[src/rtl/muldiv_unit.sv]
// Iterative MIPS multiply/divide unit holding the architectural HI/LO registers.
// Signed ops run on magnitudes; sign correction is applied in a final FIX cycle.
module muldiv_unit #(
  parameter int WIDTH = 32
) (
  input  logic             clk,
  input  logic             rst,
  input  logic             start,
  input  logic [1:0]       op,
  input  logic [WIDTH-1:0] rs_data,
  input  logic [WIDTH-1:0] rt_data,
  input  logic             hi_we,
  input  logic             lo_we,
  input  logic [WIDTH-1:0] wdata,
  output logic             busy,
  output logic             done,
  output logic [WIDTH-1:0] hi,
  output logic [WIDTH-1:0] lo
);

  // state | meaning
  // IDLE  | accepts start or MTHI/MTLO writes
  // CALC  | one shift-add / shift-subtract iteration per cycle
  // FIX   | sign correction and HI/LO update
  typedef enum logic [1:0] {IDLE, CALC, FIX} state_t;

  localparam int CW = (WIDTH > 1) ? $clog2(WIDTH) : 1;
  localparam logic [CW-1:0] CNT_INIT = CW'(WIDTH - 1);

  state_t               state_q, state_d;
  logic [CW-1:0]        cnt;
  logic [2*WIDTH-1:0]   acc;
  logic [WIDTH-1:0]     opnd;
  logic                 is_div, neg_q, neg_r, div_zero;

  logic                 signed_op, rs_neg, rt_neg;
  logic [WIDTH-1:0]     rs_mag, rt_mag;
  logic [WIDTH:0]       mul_sum, div_trial;
  logic [2*WIDTH-1:0]   mul_next, div_next, prod_fix;
  logic [WIDTH-1:0]     q_fix, r_fix;

  always_comb begin
    signed_op = ~op[0];
    rs_neg    = signed_op & rs_data[WIDTH-1];
    rt_neg    = signed_op & rt_data[WIDTH-1];
    rs_mag    = rs_neg ? (~rs_data + 1'b1) : rs_data;
    rt_mag    = rt_neg ? (~rt_data + 1'b1) : rt_data;
  end

  // acc = {partial product | multiplier} or {remainder | dividend/quotient}
  always_comb begin
    mul_sum   = {1'b0, acc[2*WIDTH-1:WIDTH]} + {1'b0, opnd};
    mul_next  = acc[0] ? {mul_sum, acc[WIDTH-1:1]} : {1'b0, acc[2*WIDTH-1:1]};
    div_trial = {acc[2*WIDTH-1:WIDTH], acc[WIDTH-1]} - {1'b0, opnd};
    div_next  = div_trial[WIDTH] ? {acc[2*WIDTH-2:0], 1'b0}
                                 : {div_trial[WIDTH-1:0], acc[WIDTH-2:0], 1'b1};
  end

  // With a zero divisor the restoring loop leaves |rs| as remainder, so the
  // dividend-sign correction restores rs exactly; only the quotient is forced.
  always_comb begin
    prod_fix = neg_q ? (~acc + 1'b1) : acc;
    r_fix    = neg_r ? (~acc[2*WIDTH-1:WIDTH] + 1'b1) : acc[2*WIDTH-1:WIDTH];
    if (div_zero)
      q_fix = '1;
    else
      q_fix = neg_q ? (~acc[WIDTH-1:0] + 1'b1) : acc[WIDTH-1:0];
  end

  always_ff @(posedge clk or posedge rst) begin
    if (rst)
      state_q <= IDLE;
    else
      state_q <= state_d;
  end

  always_comb begin
    state_d = state_q;
    case (state_q)
      IDLE:    if (start) state_d = CALC;
      CALC:    if (cnt == '0) state_d = FIX;
      FIX:     state_d = IDLE;
      default: state_d = IDLE;
    endcase
  end

  assign busy = (state_q != IDLE);

  always_ff @(posedge clk or posedge rst) begin
    if (rst) begin
      cnt      <= '0;
      acc      <= '0;
      opnd     <= '0;
      is_div   <= 1'b0;
      neg_q    <= 1'b0;
      neg_r    <= 1'b0;
      div_zero <= 1'b0;
      hi       <= '0;
      lo       <= '0;
      done     <= 1'b0;
    end else begin
      done <= (state_q == FIX);
      case (state_q)
        IDLE: begin
          if (start) begin
            cnt      <= CNT_INIT;
            is_div   <= op[1];
            acc      <= {{WIDTH{1'b0}}, (op[1] ? rs_mag : rt_mag)};
            opnd     <= op[1] ? rt_mag : rs_mag;
            neg_q    <= rs_neg ^ rt_neg;
            neg_r    <= rs_neg;
            div_zero <= op[1] && (rt_data == '0);
          end else begin
            if (hi_we) hi <= wdata;
            if (lo_we) lo <= wdata;
          end
        end
        CALC: begin
          acc <= is_div ? div_next : mul_next;
          if (cnt != '0) cnt <= cnt - 1'b1;
        end
        FIX: begin
          if (is_div) begin
            hi <= r_fix;
            lo <= q_fix;
          end else begin
            hi <= prod_fix[2*WIDTH-1:WIDTH];
            lo <= prod_fix[WIDTH-1:0];
          end
        end
        default: ;
      endcase
    end
  end

endmodule

[config.mk]
export PLATFORM = sky130hd
export DESIGN_NAME = muldiv_unit
export DESIGN_NICKNAME = d
export VERILOG_FILES = /design/src/rtl/muldiv_unit.sv
export SDC_FILE = /design/constraint.sdc
export NUM_CORES = 1
export LEC_CHECK = 0
export BUFFER_PORTS_ARGS = -buffer_cell sky130_fd_sc_hd__buf_4
export CAP_MARGIN = 10
export CORE_UTILIZATION = 51
export CTS_CLUSTER_SIZE = 20
export DETAILED_ROUTE_END_ITERATION = 12
export PLACE_DENSITY = 0.81
export RECOVER_POWER = 50
export SLEW_MARGIN = 10
export SYNTH_ARGS = -nofsm -noshare
export SYNTH_HDL_FRONTEND = slang
export SYNTH_SLANG_ARGS = --single-unit
[constraint.sdc]
create_clock -name clk -period 12.9 [get_ports clk]
set_input_delay 0.645 -clock clk [delete_from_list [all_inputs] [get_ports clk]]
set_output_delay 0.645 -clock clk [all_outputs]
set_load 0.05 [all_outputs]
Word-level counts from Yosys, hierarchy flattened --
Index checks and enable logic that the tools add are counted.
Storage, ports and cells: register bits 172, input port bits 103
Operators by class: reductions and logical operators 14, muxes and demuxes 27, bitwise operators 9, $add $sub $neg 8, equality and inequality tests 8
Operators with widths (count):
- $mux 32 | 13
- $mux 64 | 5
- $add 32x1->32 const B | 4
- $not 32->32 | 4
- $pmux 32 s2 | 2
- $pmux 64 s2 | 1
- $add 64x1->64 const B | 1
- $not 64->64 | 1
- $add 32x32->33 | 1
- $sub 33x32->33 | 1
- $logic_not 32->1 | 1
- $ne 2x2->1 const B | 6
- $mux 5 | 2
- $pmux 5 s2 | 1
- $reduce_and 3->1 | 3
- $reduce_and 2->1 | 3
- $reduce_bool 2->1 | 3
- $logic_not 5->1 | 1
- $reduce_bool 5->1 | 1
- $sub 5x1->5 const B | 1
- $mux 2 | 2
- $pmux 2 s2 | 1
- $and 1x1->1 | 2
- $eq 2x1->1 const B | 1
- other kinds (5) | 5

Logic depth before layout (Yosys ltp) --
Gate-level depths: netlist of run 1.
depth after elaboration 6, gate-level depth with buffers 13, depth with buffers taken out 12

Least setup slack after synthesis of run 1 --
Ideal clock, no wire load.
path type reg-to-reg, start point register acc[31], end point register acc[44], data arrival time 3.261 ns, stages on the path, launching flop included 14, data required time 12.758 ns, path slack 9.497 ns, clock period less this slack 3.403 ns, cells stage by stage dfrtp_1 > inv_1 > ha_1 > fa_1 > nand2b_1 > a21oi_1 > o211ai_1 > a211o_1 > o31ai_2 > o41ai_2 > nor2_2 > buf_4 > mux2i_1 > o221ai_1
Between the ends: word-level cells in the longest chain between the ends 4
RTL lines:
- from (decl) | RTL line 32 | logic [2*WIDTH-1:0] acc;
- from (signal assigned) | RTL line 108 | acc <= {{WIDTH{1'b0}}, (op[1] ? rs_mag : rt_mag)};
- from (signal assigned) | RTL line 119 | acc <= is_div ? div_next : mul_next;
- $sub 33x32->33 | RTL line 54 | div_trial = {acc[2*WIDTH-1:WIDTH], acc[WIDTH-1]} - {1'b0, opnd};
- $mux 64 | RTL line 55 | div_next = div_trial[WIDTH] ? {acc[2*WIDTH-2:0], 1'b0}
- $mux 64 | RTL line 119
- $pmux 64 s2 | RTL line 103 | case (state_q)
Every way passes these cells. A chain may end at the register's enable or synchronous reset.

==> results.yml, run 1 <==
sta:
  final-max-slew-violation-count: 177
  worst_pin_slew_ns: 3.573
  final.period_utilization_pct: 39.01
  hold_viol_final: 0
  clock-skew-final_ns: 0.01859
  fin_setup_tns_ns: 0
  relSlewSlack_pct: -138.2
  setup_slack_ns: 7.868
  fmaxAchievable_mhz: 198.7
  setup_viol: 0
  grt_setup_unrepaired: "false"
  fin_crit_ns: 5.032
synth:
  syn_inst: 1878
  yosysTopAreaCellShare_pct: 28.63
  yosys-top-cells-count: "nand2_1, o21ai_0, dfrtp_1"
  synth-seq-cells: 172
  ys_types: 77
  synth-main-ff-cell: "dfrtp_1"
  synthesis.area_um2: 15030
  synth_nets: 2053
  yosys_warnings: 0
  syn_avg_cell_area_um2: 8.004
  synth_area_leader_cell: "dfrtp_1"
  synth_edf_count: 0
  synth_area_leaders: "dfrtp_1, o21ai_0, ha_1"
  synthArstFlopShare_pct: 100.0
  yosysSeqAreaShare_pct: 28.63
place:
  io_buffer_count: 168
  gp_congestion: 0.9851
  place_ws_ns: 8.550
  dp_hpwl_mm: 37.88
  dpl_cell_area_um2: 16470
finish:
  seqCellArea_um2: 4305
  postLayoutCellArea_um2: 16970
  fill_cells: 2588
  nets: 2136
  syn2layout_area_growth_pct: 12.89
  layout-drive-gt1-share_pct: 10.99
  multi_input_area_um2: 10000
  num_antenna_cells: 0
cts:
  clockBufferDepth: 2
  cts_resized: 0
  cts_tree: "yes"
  hold_buffers: 0
  clk_pin_slew_ns: 0.08
  cts_made_buffers: 17
  postCtsSetupBuffers: 0
  htreeDepth: 4
  cts_sinks: 172
  cts_root_buffer: "clkbuf_16"
  clock_latency_ns: 0.45
detailed_routing:
  drc: 0
  first_iter_violations: 1719
  drt_wl_total_mm: 49.95
  wl_per_cell_um: 21.18
  vias: 15250
  antenna_left: 0
  dr.pass1.iters: 7
  drt-vias-per-instance: 6.466
worst_setup_path:
  r2r_end: "acc[57]$_DFFE_PP0P_"
  end_kind: "asynchronous set/reset pin"
  critPathMaxStageDelay_ns: 2.47
  cp_cell_sequence: "clkbuf_4 > clkinvlp_2 > clkbuf_1"
  crit_cells: 3
  cp-start-kind: "primary input"
  critPathArrivalTime_ns: 4.57
  critical_path.top_delay_family: "buffers and inverters"
  crit_fanout: 60
  required_ns: 12.44
  crit_type: "in -> async"
  path_buf_inv: 3
  r2r-start: "acc[31]$_DFFE_PP0P_"
  crit_slowest_cell: "clkbuf_1"
  r2r_cells: 13
  endpoint: "is_div$_DFFE_PP0P_"
  r2r_setup_slack_ns: 8.45
  worstSetupStartpoint: "rst"
power:
  vdd_drop_max_uv: 132.2
  p_total_mw: 5.516
  leakagePower_nw: 7.110
  powerDensity_nw_per_um2: 325.1
run_status:
  status: "finished with violations"
  violations: "capacitance limit, slew limit"
floorplanning:
  die_h_um: 173.7
  die_w_um: 173.7
  die_area_um2: 30160
  fp-row-count: 62
  initial_core_util_pct: 52.09
  top_level_ports: 169
  core_area_um2: 28860
grt:
  antenna_found_initial: 0
  grt_usage_pct: 32.35
  grt-ovfl-total: 0
  grt_max_degree: 96
  grt_pass1_vias: 13800
  grt_pass1_wl_mm: 76.92
min_path:
  hp-class: "in -> reg"
job:
  drv_cap: 3
==> cells by family after synthesis <==
family | Yosys count | share of synthesized area [%]
mux | 84 | 5.610
buf+inv | 197 | 5.019
flops | 172 | 28.63
fa+ha+maj | 72 | 6.093
compound gates | 670 | 28.23
simple gates | 514 | 16.51
xor+xnor | 169 | 9.897
==> final cells by class <==
class	instances	area share (%)
flip-flops and latches	172	25.37
multi-input cells	1509	58.93
clock inverters	15	1.217
well taps	384	2.831
clock buffers	17	2.507
inverters	75	1.666
repair buffers	186	7.477
==> worst min path at each step <==
stage	slack (ns)	start	to	cells after the start
after floorplan	0.46	cnt[0]$_DFFE_PP0P_	cnt[0]$_DFFE_PP0P_	1
after global placement	0.46	lo[22]$_DFFE_PP0P_	lo[22]$_DFFE_PP0P_	2
after detailed placement	0.47	lo[4]$_DFFE_PP0P_	lo[4]$_DFFE_PP0P_	2
after CTS	0.24	rst	hi[24]$_DFFE_PP0P_	2
after global routing	0.44	wdata[26]	lo[26]$_DFFE_PP0P_	2
final	0.43	op[0]	neg_q$_DFFE_PP0P_	2
==> metal layers <==
metal	GRT usage, %	routed length, um
met3	4.123	4302
met2	49.73	21790
met4	15.13	2379
met1	45.21	21480
met5	0	0
==> registers in the layout, indices dropped and copies added, names as in the netlist <==
register,flops
is_div,1
state_q,2
opnd,32
neg_q,1
cnt,5
hi,32
lo,32
div_zero,1
done,1
neg_r,1
acc,64
==> worst register-to-register path, delay by kind of cell, from the launching register on <==
| kind | cells | cell delay, ns |
|---|---|---|
| AO/OA/AOI/OAI | 7 | 1.91 |
| adder cells (fa/ha/maj) | 2 | 0.62 |
| buffers and inverters | 2 | 0.32 |
| flip-flops | 1 | 0.41 |
| AND/OR/NAND/NOR | 2 | 1.11 |
==> stage by stage <==
step / cells / utilization [%] / hold WS, ns
floorplan: 1878 / - / 0.4619
global placement: 2326 / 57.07 / 0.4628
detailed placement: 2326 / 57.07 / 0.4711
CTS: 2358 / 59.26 / 0.2413
global route: 2358 / 58.80 / 0.4392
finish: 2358 / 58.80 / 0.4267
==> report_power, final <==
part | switching [mW] | leakage, nW | internal [mW]
logic | 2.33 | 4.74 | 1.42
registers | 0.403 | 2.07 | 0.807
clock network | 0.284 | 0.304 | 0.270
total | 3.02 | 7.11 | 2.50
==> layout by cell type, fill, tap and decap left out, types with 31 or more instances in the layout <==
cell type,n
inv_1,72
buf_4,151
clkbuf_1,34
xor2_1,76
a21oi_1,163
a21o_1,33
o211ai_1,38
nand2_1,193
nor2_1,104
nor3_1,31
o21ai_0,194
xnor2_1,92
ha_1,70
mux2i_1,82
dfrtp_1,171
a211oi_1,50
Power figures use the tool's default switching activity.
==> run 2, diff against run 1 <==
--- a/config.mk
+++ b/config.mk
@@ -5,12 +5,13 @@
 export SDC_FILE = /design/constraint.sdc
 export NUM_CORES = 1
 export LEC_CHECK = 0
+export ABC_AREA = 1
 export BUFFER_PORTS_ARGS = -buffer_cell sky130_fd_sc_hd__buf_4
 export CAP_MARGIN = 10
 export CORE_UTILIZATION = 51
 export CTS_CLUSTER_SIZE = 20
 export DETAILED_ROUTE_END_ITERATION = 12
-export PLACE_DENSITY = 0.81
+export PLACE_DENSITY = 0.83
 export RECOVER_POWER = 50
 export SLEW_MARGIN = 10
 export SYNTH_ARGS = -nofsm -noshare
==> constraint.sdc (replaced) <==
create_clock -name clk -period 4.6 [get_ports clk]
set_input_delay 0.23 -clock clk [delete_from_list [all_inputs] [get_ports clk]]
set_output_delay 0.23 -clock clk [all_outputs]
set_load 0.05 [all_outputs]
==> run 2 against run 1 <==
The flow still finishes with violations (capacitance limit, slew limit). First-iteration DRC count grew 70%. Critical path depth grew 16. Clock skew shrank 0.0088 ns. Clock-buffer cell count grew 4. Clock power grew to 2.7 times the previous value. Synthesized area grew 18%. Critical path type is now reg -> reg.
==> results.yml, run 2 <==
run_status:
  status: "finished with violations"
  violations: "capacitance limit, slew limit"
worst_setup_path:
  critPathMaxStageDelay_ns: 0.49
  crit_type: "reg -> reg"
  end_kind: "register"
  crit_top_cell: "nand2_1"
  critical_path.top_delay_family: "simple AND/OR/NAND/NOR gates"
  cp-start-kind: "register"
  crit_slowest_cell: "nand2_4"
  crit_fanout: 43
  critPathArrivalTime_ns: 3.93
  cp_cell_sequence: "clkinv_1 > ha_1 > fa_1 > inv_1 > nand2_1 > nand2_1 > nand3_1 > nand2_2 > nand2_1 > nand2_1 > nand2_1 > nand2_1 > nand2_2 > nand2_4 > inv_2 > nand2_1 > nand3_1 > nand2_1 > nand2_1"
  path_buf_inv: 3
  required_ns: 4.96
synth:
  syn_inst: 3057
  synthesis.area_um2: 17770
  synthArstFlopShare_pct: 100.0
  synth_area_leader_cell: "dfrtp_1"
  synth_most_common_cell: "nand2_1"
  yosys-top-cells-count: "nand2_1, inv_1, nand3_1"
  synth_area_leaders: "dfrtp_1, nand2_1, nand3_1"
  yosys_warnings: 0
  syn_avg_cell_area_um2: 5.814
  yosysTopAreaCellShare_pct: 24.22
  synth_edf_count: 0
  yosysSeqAreaShare_pct: 24.22
  synth_nets: 3232
  synth-main-ff-cell: "dfrtp_1"
  synth-seq-cells: 172
  ys_types: 50
detailed_routing:
  top_layer: "met4"
  drt_wl_total_mm: 75.16
  vias: 21430
  antenna_left: 0
  wl_met1_mm: 30.67
  wl_met2_mm: 32.10
  drt-vias-per-instance: 5.912
  drc: 0
  wl_met3_mm: 8.854
  wl_per_cell_um: 20.73
  dr.pass1.iters: 7
  first_iter_violations: 2917
grt:
  grt_pass1_wl_mm: 115.0
  antenna_found_initial: 0
  grt_usage_pct: 42.30
  grt_max_degree: 117
  grt-ovfl-total: 0
  grt_pass1_vias: 20000
finish:
  syn2layout_area_growth_pct: 11.69
  layout_commonest_cell: "nand2_1"
  fill_cells: 3535
  regMostFlops: "acc"
  num_antenna_cells: 0
  largest_reg_flops: 64
  layout-drive-gt1-share_pct: 7.932
  nets: 3339
  layout_common_cells: "nand2_1, inv_1, nand3_1, nor2_1, a21oi_1"
sta:
  fin_crit_ns: 3.572
  grt_setup_unrepaired: "false"
  setup_viol: 0
  final-max-slew-violation-count: 174
  fmaxAchievable_mhz: 280.0
  clock-skew-final_ns: 0.009800
  final.period_utilization_pct: 77.65
  fin_setup_tns_ns: 0
  relSlewSlack_pct: -117.5
  hold_viol_final: 0
  setup_slack_ns: 1.028
  holdWs_ns: 0.04679
  worst_pin_slew_ns: 3.263
place:
  place_ws_ns: 1.165
  gp_congestion: 1.051
  dp_hpwl_mm: 60.21
  io_buffer_count: 168
floorplanning:
  die_area_um2: 35600
  initial_core_util_pct: 52.48
  die_h_um: 188.7
  core_area_um2: 33870
  fp-row-count: 67
  die_w_um: 188.7
  top_level_ports: 169
cts:
  htreeDepth: 4
  clk_pin_slew_ns: 0.08
  cts_root_buffer: "clkbuf_16"
  hold_buffers: 0
  cts_sinks: 172
  cts_resized: 0
  clock_latency_ns: 0.46
  cts_tree: "yes"
  cts_made_buffers: 17
  postCtsSetupBuffers: 0
  clockBufferDepth: 2
power:
  leakagePower_nw: 10.39
  vdd_drop_max_uv: 584.1
  powerDensity_nw_per_um2: 916.5
job:
  drv_cap: 2
min_path:
  hp-class: "in -> reg"
[run 2: cell count changes after synthesis, sizes merged, moves of 49 or more]
cell    before   now
xnor2       92    12
mux2i       82     0
nor2       105   283
nand3       24   321
a211oi      50     1
inv         74   416
nand2      195  1008
[run 2: power by group]
group	switching (mW)	internal, mW	leakage, nW
sequential	1.01	2.29	2.06
combinational	9.35	4.02	8.06
clock	0.714	0.806	0.280
[run 2: through the flow]
stage	instances	utilization (%)	power, mW	area, um2
2_1_floorplan	3057	-	12.26	17780
3_3_place_gp	3593	57.29	16.16	19400
3_5_place_dp	3593	57.29	16.31	19400
4_1_cts	3625	59.04	17.89	20000
5_1_grt	3625	58.61	19.58	19850
6_report	3625	58.61	18.19	19850
[run 2: cells by family (layout without fill, tap and decap cells)]
group	Yosys count	in the layout	synth area share (%)
compound gates	499	499	15.57
xor+xnor	63	63	3.105
fa+ha+maj	72	72	5.153
buf+inv	535	655	11.64
flops	172	172	24.22
simple gates	1716	1716	40.31
[run 2: final timing paths]
check | from | to | slack [ns] | cells past startpoint
setup / recovery | acc[31]$_DFFE_PP0P_ | acc[34]$_DFFE_PP0P_ | 1.03 | 19
hold / removal | wdata[0] | lo[0]$_DFFE_PP0P_ | 0.05 | 3
setup reg to reg | acc[31]$_DFFE_PP0P_ | acc[34]$_DFFE_PP0P_ | 1.03 | 19
hold reg to reg | lo[12]$_DFFE_PP0P_ | lo[12]$_DFFE_PP0P_ | 0.50 | 2
max in group asynchronous | rst | is_div$_DFFE_PP0P_ | 1.21 | 3
min in group asynchronous | rst | lo[29]$_DFFE_PP0P_ | 0.94 | 3
[run 2: final cells by class]
| class | count | area, um2 | share of cell area, % |
|---|---|---|---|
| well taps | 448 | 560.5 | 2.824 |
| multi-input cells | 2350 | 11420 | 57.51 |
| repair buffers | 203 | 1394 | 7.022 |
| clock buffers | 21 | 470.5 | 2.370 |
| flip-flops and latches | 172 | 4308 | 21.70 |
| inverters | 420 | 1579 | 7.955 |
| clock inverters | 11 | 122.6 | 0.6177 |
[run 2: worst min-delay path: stages]
cell     delay [ns]
buf_4          0.12
nand2_1        0.06
a31oi_1        0.07
[run 2: routing by layer]
metal | vias to the layer above | global-route usage (%)
li1 | 10060 | -
met1 | 9915 | 56.74
met2 | 1263 | 64.08
met3 | 192 | 10.36
met4 | 0 | 19.04
met5 | - | 0
